File: src/rtl/fwd_pkg.sv
// Shared constants, select encodings and history-entry type for the
// operand-forwarding network.
package fwd_pkg;

    localparam int REG_AW    = 5;
    localparam int SEL_RF    = 0;
    localparam int SEL_WB    = 1;
    localparam int SEL_HIST0 = 2;
    localparam int HIST_XLEN = 32;

    typedef struct packed {
        logic                 vld;
        logic [REG_AW-1:0]    addr;
        logic [HIST_XLEN-1:0] data;
    } hist_entry_t;

    function automatic int sel_w(input int depth);
        return $clog2(depth + 2);
    endfunction

endpackage

File: src/rtl/fwd_lookup.sv
// One read slot: priority match of a source register against the live WB
// write and the writeback history, newest first.
module fwd_lookup
    import fwd_pkg::*;
#(
    parameter int XLEN  = 32,
    parameter int DEPTH = 2,
    parameter int SELW  = 2
) (
    input  logic              en,
    input  logic              wb_we,
    input  logic [REG_AW-1:0] wb_addr,
    input  logic [XLEN-1:0]   wb_data,
    input  logic [REG_AW-1:0] rs,
    input  logic [XLEN-1:0]   rf_data,
    input  logic              hist_vld  [DEPTH],
    input  logic [REG_AW-1:0] hist_addr [DEPTH],
    input  logic [XLEN-1:0]   hist_data [DEPTH],
    output logic [XLEN-1:0]   data,
    output logic [SELW-1:0]   sel,
    output logic              hit
);

    logic found;

    always_comb begin
        data  = rf_data;
        sel   = SELW'(SEL_RF);
        found = 1'b0;
        if (en && rs != '0) begin
            if (wb_we && wb_addr == rs) begin
                data  = wb_data;
                sel   = SELW'(SEL_WB);
                found = 1'b1;
            end
            // Ascending scan with a found flag keeps the newest matching entry.
            for (int unsigned k = 0; k < DEPTH; k++) begin
                if (!found && hist_vld[k] && hist_addr[k] == rs) begin
                    data  = hist_data[k];
                    sel   = SELW'(k + SEL_HIST0);
                    found = 1'b1;
                end
            end
        end
    end

    assign hit = (sel != '0);

endmodule

File: src/rtl/fwd_bypass_network.sv
// Operand-forwarding unit: writeback history shift register, per-slot
// lookups and a saturating forward-hit counter.
module fwd_bypass_network
    import fwd_pkg::*;
#(
    parameter int XLEN    = 32,
    parameter int NUM_SRC = 2,
    parameter int DEPTH   = 2,
    parameter int CNT_W   = 16,
    localparam int SELW   = sel_w(DEPTH)
) (
    input  logic                      clk,
    input  logic                      reset,
    input  logic                      stall,
    input  logic                      wb_valid,
    input  logic                      wb_kill,
    input  logic [REG_AW-1:0]         wb_addr,
    input  logic [XLEN-1:0]           wb_data,
    input  logic [NUM_SRC*REG_AW-1:0] rs_addr,
    input  logic [NUM_SRC*XLEN-1:0]   rf_data,
    output logic [NUM_SRC*XLEN-1:0]   fwd_data,
    output logic [NUM_SRC*SELW-1:0]   fwd_sel,
    output logic [NUM_SRC-1:0]        fwd_hit,
    output logic [CNT_W-1:0]          hit_count
);

    logic              wb_we;
    logic              hist_vld  [DEPTH];
    logic [REG_AW-1:0] hist_addr [DEPTH];
    logic [XLEN-1:0]   hist_data [DEPTH];

    assign wb_we = wb_valid & ~wb_kill;

    always_ff @(posedge clk) begin
        if (reset) begin
            for (int unsigned k = 0; k < DEPTH; k++) hist_vld[k] <= 1'b0;
        end else if (!stall) begin
            hist_vld[0] <= wb_we & (wb_addr != '0);
            for (int unsigned k = 1; k < DEPTH; k++) hist_vld[k] <= hist_vld[k-1];
        end
    end

    // Payload is qualified by vld only, so it needs no reset.
    always_ff @(posedge clk) begin
        if (!stall) begin
            hist_addr[0] <= wb_addr;
            hist_data[0] <= wb_data;
            for (int unsigned k = 1; k < DEPTH; k++) begin
                hist_addr[k] <= hist_addr[k-1];
                hist_data[k] <= hist_data[k-1];
            end
        end
    end

    for (genvar i = 0; i < NUM_SRC; i++) begin : g_slot
        fwd_lookup #(
            .XLEN  (XLEN),
            .DEPTH (DEPTH),
            .SELW  (SELW)
        ) u_lookup (
            .en        (~reset),
            .wb_we     (wb_we),
            .wb_addr   (wb_addr),
            .wb_data   (wb_data),
            .rs        (rs_addr[i*REG_AW +: REG_AW]),
            .rf_data   (rf_data[i*XLEN +: XLEN]),
            .hist_vld  (hist_vld),
            .hist_addr (hist_addr),
            .hist_data (hist_data),
            .data      (fwd_data[i*XLEN +: XLEN]),
            .sel       (fwd_sel[i*SELW +: SELW]),
            .hit       (fwd_hit[i])
        );
    end

    always_ff @(posedge clk) begin
        if (reset) begin
            hit_count <= '0;
        end else if (!stall && |fwd_hit && hit_count != '1) begin
            hit_count <= hit_count + CNT_W'(1);
        end
    end

endmodule

File: config.mk
export PLATFORM = sky130hd
export DESIGN_NAME = fwd_bypass_network
export DESIGN_NICKNAME = d
export VERILOG_FILES = /design/src/rtl/fwd_pkg.sv /design/src/rtl/fwd_lookup.sv /design/src/rtl/fwd_bypass_network.sv
export SDC_FILE = /design/constraint.sdc
export NUM_CORES = 1
export LEC_CHECK = 0
export BUFFER_PORTS_ARGS = -buffer_cell sky130_fd_sc_hd__buf_2
export CORE_UTILIZATION = 35
export CTS_CLUSTER_DIAMETER = 80
export CTS_CLUSTER_SIZE = 30
export DETAILED_ROUTE_END_ITERATION = 7
export GPL_TIMING_DRIVEN = 0
export HOLD_SLACK_MARGIN = 0.1
export PLACE_DENSITY = 0.57
export SYNTH_ARGS = -nofsm -noshare
export SYNTH_HDL_FRONTEND = slang
export SYNTH_HIERARCHICAL = 1
export SYNTH_SLANG_ARGS = --single-unit
File: constraint.sdc
create_clock -name clk -period 3.2 [get_ports clk]
set_input_delay 0.64 -clock clk [delete_from_list [all_inputs] [get_ports clk]]
set_output_delay 0.64 -clock clk [all_outputs]
set_load 0.01 [all_outputs]
==> results.txt <==
CP peak stage delay = 0.58 ns
Die X = 136.8 µm
Slew Viols, Final = 0
crit path cell chain = buf_2, or4_1, o21ai_2, buf_2, a21oi_1, a21oi_1, buf_2
total chip power = 3.111 mW
utilization after layout = 0.4714
pwr/cell area = 376.4 nW/µm²
RSZ-0062 raised after global routing = true
cell mode on critical path = buf_2
antenna violations before repair = 3
Crit Path Category = primary input to primary output
GRT overflow = 0
Synth area leader = edfxtp_1
FFs w/ async S/R, synth = 0
worst-margin pin slew = 0.9406 ns
die height = 136.8 µm
full die area = 18710 µm²
first-pass GRT wire length = 37200 µm
top cells by area, synth = edfxtp_1 35%, a21oi_1 10%, a41oi_1 8.7%
slowest CP cell = or4_1
Inserted Clock Buffers = 9
pin count of the biggest net entering global routing = 76
Port Buffer Count = 198
post-synthesis sequential area ratio = 0.4061
area grow syn2layout = 30.01%
Worst Hold Slack = 0.4722 ns
Top delay family on crit path = buffers and inverters
post-synth top area share = 0.3495
critical path startpoint category = primary input
#FFs+latches synth = 92
outcome = finished, final reports clean
EDFF count, synth = 74
H-tree levels = 3
maximum vdd drop = 246.4 µV
via count = 6926
DP HPWL = 17010 µm
num rows = 48
top_reg_cell synth = edfxtp_1
worst-case clock buffer depth = 2
fmax = 317.9 MHz
1st-iter DRT viols = 510
GPL Wtd Cong = 0.8455
critical path peak fanout = 10
Period minus WS final = 3.145 ns
clock tree from TritonCTS = yes
final layout net count = 961
vias in the first global route = 6734
clock sinks = 92
number of remaining DRC errors = 0
CP Capture Type = primary output
post-route ant nets = 0
cells after synthesis = 626
syn_nets = 743
Tcrit/Tclk final = 0.9829
most frequent cell after synthesis = a21oi_1
Netlist cell types = 57
post-cts hold buffer count = 0
GRT Util Overall = 0.2643
Worst-path clk slew = 0.07 ns
Max Clock Skew = 0.009833 ns
later-pin clock latency in the skew report = 0.35 ns
required time worst endpoint = 2.56 ns
core area = 17540 µm²
Setup violations, final = 0
WL/cell = 23.27 µm
CTS root buffer = clkbuf_16
Leak = 3.239 nW
pre-CTS setup slack = -0.7196 ns
post-DR vias/cell = 6.443
setup ws final = 0.05467 ns
IO Pins = 202
Ys Warns = 6
DR pass1 iterations = 5
ratio of cells with drive above 1 in the final layout = 0.3687
maxcap violations = 0
starting density of the core = 0.3626
relative slew slack = 0.3729
Hold Violations, Final = 0
Critical Path AT = 2.51 ns
Final TNS setup = 0 ns
Cell Area, Synth = 6359 µm²
worst hold path type = register to register
most instantiated cells after synthesis = 132 x a21oi_1, 74 x edfxtp_1, 63 x a41oi_1, 62 x o221ai_1, 62 x o2bb2ai_1
Syn Area/Cell = 10.16 µm²
Post-Route WL = 25010 µm
Worst Path Buf+Inv = 3
timing repair:
| item | CTS | global route |
|---|---|---|
| setup endpoints to repair | 71 | 60 |
| resized for setup | 14 | 86 |
| pin swaps | 2 | 16 |
| setup buffers | 3 | 4 |
| gates cloned | 0 | 2 |
final cells by class:
class	instances	area, µm²
buffer	70	434.2
fill	1698	9270
sequential	92	2582
tap	225	281.5
multi-input combinational	456	3542
inverter	8	32.53
clock buffer	9	225.2
timing repair buffer	207	1099
clock inverter	7	67.56
antenna	1	2.502
sequential cells by signal, indices dropped and copies added (netlist names):
signal	cells
hist_vld	2
hist_data	64
hit_count	16
hist_addr	10
power breakdown:
| group | internal [mW] | switching [mW] |
|---|---|---|
| Clock | 0.602 | 0.470 |
| Sequential | 1.38 | 0.0512 |
| Combinational | 0.231 | 0.378 |
| Total | 2.21 | 0.900 |
per-layer routing:
metal  up-vias  wire length (µm)  GRT usage
li1       3112                 -          -
met1      3391             10530     0.3434
met2       371             11520     0.4284
met3        50              2282    0.05148
met4         2               661     0.1105
met5         -                15          0
logic make-up after synthesis:
| family | count (synthesis) | share of synthesized area |
|---|---|---|
| xor+xnor | 31 | 0.04270 |
| buf+inv | 78 | 0.05431 |
| compound gates | 355 | 0.4142 |
| flops | 92 | 0.4061 |
| mux | 5 | 0.008461 |
| fa+ha+maj | 1 | 0.001967 |
| simple gates | 64 | 0.07222 |
cell usage in the layout, fill, tap and decap left out, types with 3 or more instances in the layout:
cell,netlist,final
buf_2,24,214
a21oi_1,132,128
edfxtp_1,74,74
a41oi_1,63,63
o2bb2ai_1,62,62
o221ai_1,62,60
clkbuf_2,0,19
dfxtp_1,18,18
xor2_1,17,16
clkbuf_1,37,12
buf_4,6,12
clkbuf_16,0,11
xnor2_1,14,11
nor2_1,10,10
clkbuf_4,0,9
inv_1,8,7
nor3_1,7,7
nand2_1,7,7
nand4_1,5,5
nor4_4,3,5
o211ai_1,5,5
buf_8,0,5
and3_1,5,4
a21oi_2,0,4
o221a_1,4,4
nor2b_1,3,3
nand3_2,3,3
o21ai_0,3,3
or4_1,3,3
xnor2_2,0,3
through the flow:
step                instances  area (µm²)
floorplan                 626        6359
global placement         1049        7631
detailed placement       1049        7634
CTS                      1068        7984
global route             1074        8264
finish                   1075        8267
worst paths after layout:
path	from	slack, ns	cells after the start	end
max	rs_addr[7]	0.05	7	fwd_data[49]
min	hist_data[60]	0.47	0	hist_data[28]
max reg2reg	hist_addr[4]	0.12	9	hit_count[11]
min reg2reg	hist_data[60]	0.47	0	hist_data[28]
Note: power is estimated with default switching activity, not from simulation.
